--- config.mk ---
export PLATFORM = sky130hd
export DESIGN_NAME = mem_arbiter_flat
export DESIGN_NICKNAME = d
export VERILOG_FILES = /design/src/rtl/mem_arbiter_if.sv /design/src/rtl/mem_arbiter.sv /design/src/flat_wrapper.sv
export SDC_FILE = /design/constraint.sdc
export NUM_CORES = 1
export LEC_CHECK = 0
export ABC_AREA = 0
export BUFFER_PORTS_ARGS = -buffer_cell sky130_fd_sc_hd__buf_2
export CAP_MARGIN = 15
export CORE_AREA = 2 2 87 89
export DETAILED_ROUTE_END_ITERATION = 8
export DIE_AREA = 0 0 89 91
export PLACE_DENSITY_LB_ADDON = 0.15
export SLEW_MARGIN = 20
export SYNTH_ARGS = -nofsm -noshare
export SYNTH_HDL_FRONTEND = slang
export SYNTH_SLANG_ARGS = --single-unit
--- constraint.sdc ---
create_clock -name clk_i -period 3.91 [get_ports clk_i]
set_clock_uncertainty 0.1 [all_clocks]
set_input_delay 0.5865 -clock clk_i [delete_from_list [all_inputs] [get_ports clk_i]]
set_output_delay 0.5865 -clock clk_i [all_outputs]
set_load 0.05 [all_outputs]
--- src/rtl/mem_arbiter_if.sv ---
// Bundles the fetch port, the load/store port and the memory command/response bus
// that mem_arbiter shares between them.
interface mem_arbiter_if #(
    parameter int AW = 16,
    parameter int DW = 32
) ();
    logic              if_req;
    logic [AW-1:0]     if_addr;
    logic              if_gnt;
    logic              if_rvalid;
    logic [DW-1:0]     if_rdata;

    logic              d_req;
    logic              d_we;
    logic [AW-1:0]     d_addr;
    logic [DW-1:0]     d_wdata;
    logic [DW/8-1:0]   d_be;
    logic              d_gnt;
    logic              d_rvalid;
    logic [DW-1:0]     d_rdata;

    logic              mem_en;
    logic              mem_we;
    logic [AW-1:0]     mem_addr;
    logic [DW-1:0]     mem_wdata;
    logic [DW/8-1:0]   mem_be;
    logic [DW-1:0]     mem_rdata;

    modport slave (
        input  if_req, if_addr, d_req, d_we, d_addr, d_wdata, d_be, mem_rdata,
        output if_gnt, if_rvalid, if_rdata, d_gnt, d_rvalid, d_rdata,
        output mem_en, mem_we, mem_addr, mem_wdata, mem_be
    );

    modport master (
        output if_req, if_addr, d_req, d_we, d_addr, d_wdata, d_be, mem_rdata,
        input  if_gnt, if_rvalid, if_rdata, d_gnt, d_rvalid, d_rdata,
        input  mem_en, mem_we, mem_addr, mem_wdata, mem_be
    );
endinterface

--- src/rtl/mem_arbiter.sv ---
// Single-port memory arbiter for fetch and load/store with a fixed-latency read tag pipeline.
// Define MEM_ARB_RR_EN for round-robin; otherwise data-priority with a starvation guard.
module mem_arbiter #(
    parameter int AW         = 16,
    parameter int DW         = 32,
    parameter int RLAT       = 1,
    parameter int STARVE_MAX = 8
) (
    input  logic         clk_i,
    input  logic         rst_ni,
    mem_arbiter_if.slave bus_io
);
    logic              if_win_s;
    logic              d_win_s;
    logic              if_gnt_s;
    logic              d_gnt_s;
    logic              rd_issue_s;
    logic [RLAT-1:0]   tag_vld_q;
    logic [RLAT-1:0]   tag_vld_d;
    logic [RLAT-1:0]   tag_own_q;   // 1 = load/store, 0 = fetch
    logic [RLAT-1:0]   tag_own_d;

`ifdef MEM_ARB_RR_EN
    logic              last_if_q;   // 1 = fetch won the most recent grant
    logic              last_if_d;

    // Round-robin pick: on a tie the side that did not win last goes.
    always_comb begin
        if_win_s = 1'b0;
        d_win_s  = 1'b0;
        if (bus_io.if_req && bus_io.d_req) begin
            if_win_s = ~last_if_q;
            d_win_s  = last_if_q;
        end else begin
            if_win_s = bus_io.if_req;
            d_win_s  = bus_io.d_req;
        end
    end

    // Pointer follows every grant.
    always_comb begin
        last_if_d = last_if_q;
        if (if_gnt_s) begin
            last_if_d = 1'b1;
        end else if (d_gnt_s) begin
            last_if_d = 1'b0;
        end else begin
            last_if_d = last_if_q;
        end
    end

    // Last-winner pointer register; reset state says fetch won last.
    always_ff @(posedge clk_i or negedge rst_ni) begin
        if (!rst_ni) begin
            last_if_q <= 1'b1;
        end else begin
            last_if_q <= last_if_d;
        end
    end
`else
    localparam logic [7:0] STARVE_LIM = 8'(STARVE_MAX);
    logic [7:0]        starve_q;
    logic [7:0]        starve_d;

    // Data wins unless fetch has watched STARVE_MAX data grants go by.
    always_comb begin
        if_win_s = 1'b0;
        d_win_s  = 1'b0;
        if (bus_io.if_req && (!bus_io.d_req || (starve_q == STARVE_LIM))) begin
            if_win_s = 1'b1;
        end else begin
            d_win_s  = bus_io.d_req;
        end
    end

    // Counter only runs while fetch is waiting, and saturates at the limit.
    always_comb begin
        starve_d = starve_q;
        if (!bus_io.if_req || if_gnt_s) begin
            starve_d = 8'd0;
        end else if (d_gnt_s && (starve_q != STARVE_LIM)) begin
            starve_d = starve_q + 8'd1;
        end else begin
            starve_d = starve_q;
        end
    end

    // Starvation counter register.
    always_ff @(posedge clk_i or negedge rst_ni) begin
        if (!rst_ni) begin
            starve_q <= 8'd0;
        end else begin
            starve_q <= starve_d;
        end
    end
`endif

    assign if_gnt_s      = if_win_s & rst_ni;
    assign d_gnt_s       = d_win_s & rst_ni;
    assign bus_io.if_gnt = if_gnt_s;
    assign bus_io.d_gnt  = d_gnt_s;

    // Drive the memory command from the winner; idle bus is all zeros.
    always_comb begin
        bus_io.mem_en    = 1'b0;
        bus_io.mem_we    = 1'b0;
        bus_io.mem_addr  = {AW{1'b0}};
        bus_io.mem_wdata = {DW{1'b0}};
        bus_io.mem_be    = {(DW/8){1'b0}};
        if (d_gnt_s) begin
            bus_io.mem_en    = 1'b1;
            bus_io.mem_we    = bus_io.d_we;
            bus_io.mem_addr  = bus_io.d_addr;
            bus_io.mem_wdata = bus_io.d_wdata;
            bus_io.mem_be    = bus_io.d_be;
        end else if (if_gnt_s) begin
            bus_io.mem_en    = 1'b1;
            bus_io.mem_addr  = bus_io.if_addr;
            bus_io.mem_be    = {(DW/8){1'b1}};
        end else begin
            bus_io.mem_en    = 1'b0;
        end
    end

    assign rd_issue_s = bus_io.mem_en & ~bus_io.mem_we;

    // Tag shift: stage 0 records this cycle's read and its owner.
    always_comb begin
        tag_vld_d = tag_vld_q;
        tag_own_d = tag_own_q;
        for (int i = RLAT - 1; i > 0; i--) begin
            tag_vld_d[i] = tag_vld_q[i-1];
            tag_own_d[i] = tag_own_q[i-1];
        end
        tag_vld_d[0] = rd_issue_s;
        tag_own_d[0] = d_gnt_s;
    end

    // Tag pipeline register; reset drops every in-flight read.
    always_ff @(posedge clk_i or negedge rst_ni) begin
        if (!rst_ni) begin
            tag_vld_q <= {RLAT{1'b0}};
            tag_own_q <= {RLAT{1'b0}};
        end else begin
            tag_vld_q <= tag_vld_d;
            tag_own_q <= tag_own_d;
        end
    end

    assign bus_io.if_rvalid = tag_vld_q[RLAT-1] & ~tag_own_q[RLAT-1];
    assign bus_io.d_rvalid  = tag_vld_q[RLAT-1] &  tag_own_q[RLAT-1];
    assign bus_io.if_rdata  = bus_io.if_rvalid ? bus_io.mem_rdata : {DW{1'b0}};
    assign bus_io.d_rdata   = bus_io.d_rvalid  ? bus_io.mem_rdata : {DW{1'b0}};
endmodule
--- src/flat_wrapper.sv ---
// flat-port wrapper written by rule: the top's interface ports become plain ports
module mem_arbiter_flat 
#(
    parameter int AW         = 16,
    parameter int DW         = 32,
    parameter int RLAT       = 1,
    parameter int STARVE_MAX = 8
)
  (clk_i, rst_ni, bus_io_if_req, bus_io_if_addr, bus_io_d_req, bus_io_d_we, bus_io_d_addr, bus_io_d_wdata, bus_io_d_be, bus_io_mem_rdata, bus_io_if_gnt, bus_io_if_rvalid, bus_io_if_rdata, bus_io_d_gnt, bus_io_d_rvalid, bus_io_d_rdata, bus_io_mem_en, bus_io_mem_we, bus_io_mem_addr, bus_io_mem_wdata, bus_io_mem_be);
  mem_arbiter_if #(.AW(AW), .DW(DW)) bus_io_i ();
  input  logic clk_i;
  input  logic rst_ni;
  input wire logic [$bits(bus_io_i.if_req)-1:0] bus_io_if_req;
  input wire logic [$bits(bus_io_i.if_addr)-1:0] bus_io_if_addr;
  input wire logic [$bits(bus_io_i.d_req)-1:0] bus_io_d_req;
  input wire logic [$bits(bus_io_i.d_we)-1:0] bus_io_d_we;
  input wire logic [$bits(bus_io_i.d_addr)-1:0] bus_io_d_addr;
  input wire logic [$bits(bus_io_i.d_wdata)-1:0] bus_io_d_wdata;
  input wire logic [$bits(bus_io_i.d_be)-1:0] bus_io_d_be;
  input wire logic [$bits(bus_io_i.mem_rdata)-1:0] bus_io_mem_rdata;
  output wire logic [$bits(bus_io_i.if_gnt)-1:0] bus_io_if_gnt;
  output wire logic [$bits(bus_io_i.if_rvalid)-1:0] bus_io_if_rvalid;
  output wire logic [$bits(bus_io_i.if_rdata)-1:0] bus_io_if_rdata;
  output wire logic [$bits(bus_io_i.d_gnt)-1:0] bus_io_d_gnt;
  output wire logic [$bits(bus_io_i.d_rvalid)-1:0] bus_io_d_rvalid;
  output wire logic [$bits(bus_io_i.d_rdata)-1:0] bus_io_d_rdata;
  output wire logic [$bits(bus_io_i.mem_en)-1:0] bus_io_mem_en;
  output wire logic [$bits(bus_io_i.mem_we)-1:0] bus_io_mem_we;
  output wire logic [$bits(bus_io_i.mem_addr)-1:0] bus_io_mem_addr;
  output wire logic [$bits(bus_io_i.mem_wdata)-1:0] bus_io_mem_wdata;
  output wire logic [$bits(bus_io_i.mem_be)-1:0] bus_io_mem_be;
  assign bus_io_i.if_req = bus_io_if_req;
  assign bus_io_i.if_addr = bus_io_if_addr;
  assign bus_io_i.d_req = bus_io_d_req;
  assign bus_io_i.d_we = bus_io_d_we;
  assign bus_io_i.d_addr = bus_io_d_addr;
  assign bus_io_i.d_wdata = bus_io_d_wdata;
  assign bus_io_i.d_be = bus_io_d_be;
  assign bus_io_i.mem_rdata = bus_io_mem_rdata;
  assign bus_io_if_gnt = bus_io_i.if_gnt;
  assign bus_io_if_rvalid = bus_io_i.if_rvalid;
  assign bus_io_if_rdata = bus_io_i.if_rdata;
  assign bus_io_d_gnt = bus_io_i.d_gnt;
  assign bus_io_d_rvalid = bus_io_i.d_rvalid;
  assign bus_io_d_rdata = bus_io_i.d_rdata;
  assign bus_io_mem_en = bus_io_i.mem_en;
  assign bus_io_mem_we = bus_io_i.mem_we;
  assign bus_io_mem_addr = bus_io_i.mem_addr;
  assign bus_io_mem_wdata = bus_io_i.mem_wdata;
  assign bus_io_mem_be = bus_io_i.mem_be;
  mem_arbiter #(.AW(AW), .DW(DW), .RLAT(RLAT), .STARVE_MAX(STARVE_MAX)) u_core (.clk_i(clk_i), .rst_ni(rst_ni), .bus_io(bus_io_i));
endmodule
# After elaboration in Yosys (flattened, before gate mapping)
# Index checks and enable logic that the tools add are counted.
# op_classes
add_sub_neg	1
n_eq_ne	2
muxes	14
bitwise_logic	7
reduce_logical	7
# op_table
op	n
two-way mux 32 bit	3
two-way mux 16 bit	2
two-way mux 8 bit	2
adder 8 x 1 -> 8 bit (second input constant)	1
== test 8 x 4 -> 1 bit (second input constant)	1
two-way mux 4 bit	2
inequality test 8 x 4 -> 1 bit (second input constant)	1
bitwise AND 1 bit	5
two-way mux 1 bit	5
logical AND 1 bit	2
logical NOT 1 bit	2
logical OR 1 bit	2
inverter 1 bit	2
nonzero test 2 bit	1
# word_totals
register_bits	10
output_inout_bits	122
elab_cells	34

# Depth between registers and ports, before layout
# depth
word_depth	8
mapped_depth	7
depth_no_buf	5

# Least setup slack after synthesis
# OpenSTA, ideal clock, no wires.
# synth_timing
path_kind	input-to-output
from	input rst_ni
to	output bus_io_mem_wdata[23]
t_arrival_ns	2.102
required_ns	3.224
setup_slack_ns	1.121
path_stages	6
path_buffers	3
path_cell_list	clkbuf_1 > and2_1 > o21a_1 > buf_2 > buf_2 > and2_1
# synth_via
elab_chain_cells	2
# synth_rtl
item	line	text
start: declaration	flat_wrapper.sv:12	input logic rst_ni;
bitwise AND 1 bit	mem_arbiter.sv:99	assign d_gnt_s = d_win_s & rst_ni;
via bus_io_d_gnt	flat_wrapper.sv:24	output wire logic [$bits(bus_io_i.d_gnt)-1:0] bus_io_d_gnt;
two-way mux 32 bit	mem_arbiter.sv:110	if (d_gnt_s) begin
end: declaration	flat_wrapper.sv:30	output wire logic [$bits(bus_io_i.mem_wdata)-1:0] bus_io_mem_wdata;
# The timed path passes the listed nets, and every way through them passes these cells.

# Worst setup path after layout
# layout_timing
from	register u_core.starve_q[0]
to	output bus_io_mem_addr[0]
# layout_via
elab_chain_cells	7
# layout_rtl
item	line	text
start: declaration	mem_arbiter.sv:62	logic [7:0] starve_q;
start signal: assignment	mem_arbiter.sv:93	starve_q <= starve_d;
== test 8 x 4 -> 1 bit (*)	mem_arbiter.sv:69	if (bus_io.if_req && (!bus_io.d_req || (starve_q == STARVE_LIM))) begin
logical OR 1 bit (*)	mem_arbiter.sv:69	
logical AND 1 bit (*)	mem_arbiter.sv:69	
two-way mux 1 bit	mem_arbiter.sv:69	
bitwise AND 1 bit	mem_arbiter.sv:98	assign if_gnt_s = if_win_s & rst_ni;
two-way mux 16 bit	mem_arbiter.sv:116	end else if (if_gnt_s) begin
two-way mux 16 bit (*)	mem_arbiter.sv:110	
end: declaration	flat_wrapper.sv:29	output wire logic [$bits(bus_io_i.mem_addr)-1:0] bus_io_mem_addr;
# Mark *: on every way between the ends. The rest lies on a longest branch, timed or not.

==> impl_summary.log <==
[metrics] relative contribution of sequential cells to total power: 18.7%
[metrics] share of cells above drive strength 1: approximately 58%
[metrics] first-pass iteration count of the detailed router: 4
[metrics] Synth Warn #: 0
[metrics] top flip-flop cell by instance count after synthesis: dfrtp_1
[metrics] total of hold buffers inserted after clock tree synthesis: 0
[metrics] DRC violations left: 0
[metrics] Hold/Removal Path Class: in2async
[metrics] Pwr Total: approximately 600 µW
[metrics] kind of start point of the critical path: register
[metrics] worst slew margin relative to its limit: between 40% and 50%
[metrics] depth of the worst register-to-register path: 6
[metrics] switching share of power: approximately half
[metrics] WP data arrival: ~2.3 ns
[metrics] instance count after placement with tap cells included: 504
[metrics] fraction of synthesis flops using an asynchronous set or reset pin: 100%
[metrics] leakage power figure: between 0.0015 and 0.002 µW
[metrics] type of the setup path with the least slack: reg2out
[metrics] sinks on the clock net: 10
[metrics] Fin Setup TNS: 0 ns
[metrics] clock transition at the registers of the reported paths: 0.05 ns
[metrics] share of the clock period used by the worst path: roughly 77%
[metrics] worst-path fanout max: 56
[metrics] top cell type by total area after synthesis: and2_1
[metrics] number of buffers on the longest clock path: 2
[metrics] aggregate global routing overflow: 0
[metrics] total CTS buffers: 3
[metrics] cell area after placement: 2680 µm²
[metrics] post-DR wirelength/cell: 12.9 µm
[metrics] top area cells in the synthesized netlist: and2_1 29%, dfrtp_1 17%, and3_1 14%
[metrics] Clock Latency Late Sink: 0.24 ns
[metrics] unique cell type count in the Yosys netlist: 29
[metrics] highest attainable clock frequency: about 330 MHz
[metrics] Combinational Power Share: 59.3%
[metrics] ratio of routed vias to standard cells: 4.44
[metrics] final estimated routing congestion in global placement: 0.748
[metrics] peak ir drop on the vdd network: 77.8 µV
[metrics] number of flops mapped to enable cells by yosys: 0
[metrics] worst setup path start: u_core.starve_q[0]
[metrics] highest-delay cell along the critical path: or4b_4
[metrics] setup repair after global routing missed its margin: no
[metrics] final-report hold violation count: 0
[metrics] Least-Margin Pin Slew: between 0.8 and 0.9 ns
[metrics] deepest level of the CTS H-tree: 1
[metrics] time the worst path needs with I/O delays and setup: slightly above 3 ns
[metrics] Worst Setup End Kind: output port
[metrics] share of the yosys chip area belonging to registers: between 10% and 20%
[metrics] Routed Antenna Nets: 0
[metrics] die width: 89 µm
[metrics] core area: just over 7000 µm²
[metrics] post-CTS resize count: 0
[metrics] count of pins over their slew limit: 0
[metrics] count of placed standard cells in the final layout, fillers left out: 508
[metrics] count of input and output buffers: 226
[metrics] area fraction of the dominant cell type after synthesis: 28.7%
[metrics] worst path cell trace: inv_1, ha_1, or4b_4, o21a_1, buf_4, a32o_1, buf_2
[metrics] Int Power: 298 µW
[metrics] pin count of the biggest net entering global routing: 57
[metrics] root buffer cell: clkbuf_8
[metrics] worst endpoint required time: 3.22 ns
[metrics] mean area per synthesized cell: 7.59 µm²
[metrics] reg2reg end: u_core.tag_vld_q
[metrics] total nets after synthesis: 302
[metrics] Final Routed Wirelength: 6540 µm
[metrics] result of the run: complete, no violations
[metrics] Worst Slack Setup Final: 0.884 ns
[metrics] area of the mapped netlist: 1480 µm²
[metrics] DP Worst Slack: between 1 and 1.5 ns
[metrics] cell area after layout: 2740 µm²
[metrics] diodes inserted: 0
[metrics] number of violations reported at the end of detailed-routing iteration 0: 39
[metrics] number of ports placed on the die boundary: 227
[metrics] number of max-capacitance violations reported: 0
[metrics] clock tree from TritonCTS: built
[metrics] global-route usage over all layers: around 15%
[metrics] detailed placement HPWL: 5290 µm
[metrics] portion of total power attributed to the clock network: 22.0%
[metrics] Synth Instances: ~200
[metrics] area of the die: roughly 8100 µm²
[metrics] antenna violations before repair: 0
[metrics] delay of the slowest cell on the worst path: 0.48 ns
[metrics] number of global-route vias before repair: 2066
[metrics] most numerous cell types in the synthesized netlist: 68 x and2_1, 32 x and3_1, 16 x a32o_1
[metrics] effective utilization at floorplan: 20.7%
[metrics] most frequent cell after synthesis: and2_1
[metrics] startpoint of the most critical register-to-register path: u_core.starve_q[0]
[metrics] Yosys reg bits: 10
[metrics] P&R area growth vs syn: 85.0%
[metrics] total of endpoints with negative setup slack in the final report: 0
[metrics] number of nets in the final layout: 517
[metrics] power density cells: approximately 220 nW/µm²
[metrics] Critical path destination: bus_io_mem_addr[0]
[metrics] num rows: 31
[metrics] die height: around 90 µm
[metrics] reg-to-reg slack, setup: 1.83 ns
[metrics] detailed-route via count: 2258
[metrics] wire length of the first global-routing pass: 9830 µm
[metrics] Post CTS Setup Buffer Count: 0
[metrics] power dissipated by switching net loads: 297 µW
final cells by class:
type,count,area [µm²]
Clock buffer,4,55.1
Fill cell,776,4400
Sequential cell,10,250
Inverter,5,18.8
Timing Repair Buffer,232,1180
Multi-Input combinational cell,158,1110
Tap cell,99,124
registers in the layout, summed over array words and instances (netlist names):
name and flops:
u_core.tag_own_q 1, u_core.tag_vld_q 1, u_core.starve_q 8
layer usage:
layer  GRT usage (%)  wire length (µm)  up-vias
met5               0                 0        -
met4            5.10               127        0
met1            17.5              2460      994
met3            2.82               517       11
li1                -                 -     1129
met2            27.4              3440      124
stage by stage:
stage | hold WS, ns | utilization, %
floorplan | 0.191 | -
global placement | 0.475 | 37.6
detailed placement | 0.470 | 37.6
CTS | 0.333 | 38.4
global route | 0.362 | 38.4
finish | 0.314 | 38.4
how the worst min path moves through the flow:
| stage | endpoint | slack (ns) | depth (start not counted) |
|---|---|---|---|
| after floorplan | u_core.starve_q[0] | 0.19 | 0 |
| after global placement | u_core.starve_q[7] | 0.48 | 2 |
| after detailed placement | u_core.starve_q[7] | 0.47 | 2 |
| after CTS | u_core.tag_own_q | 0.33 | 2 |
| after global routing | u_core.starve_q[7] | 0.36 | 2 |
| final | u_core.starve_q[7] | 0.31 | 2 |
cells in the final DEF, fill, tap and decap left out, types with 4 or more instances in the layout:
cell	netlist	final
and3_1	32	32
inv_1	4	4
buf_4	2	6
dfrtp_1	10	10
and2_1	68	68
clkbuf_8	0	4
buf_2	5	226
a32o_1	16	16
a22o_1	5	5
cell families after synthesis:
family	Yosys count	synth area share, %
buffers and inverters	27	8.28
AO/OA/AOI/OAI	37	21.7
flip-flops	10	16.9
adder cells (fa/ha/maj)	2	1.69
AND/OR/NAND/NOR	116	49.6
XOR/XNOR	3	1.78
power groups by stage:
stage | Sequential, µW | Combinational (µW) | Clock (µW)
2_1_floorplan | 110 | 247 | 0
3_3_place_gp | 113 | 355 | 0
3_5_place_dp | 113 | 356 | 0
4_1_cts | 111 | 356 | 137
5_1_grt | 112 | 375 | 140
6_report | 111 | 353 | 131
critical path: cells and delay by family, from the launching register on:
family / cells / cell delay (ns)
compound gates: 2 / 0.47
fa+ha+maj: 1 / 0.14
buf+inv: 3 / 0.57
flops: 1 / 0.43
simple gates: 1 / 0.48
No activity file was read; power rests on OpenSTA's default activity.
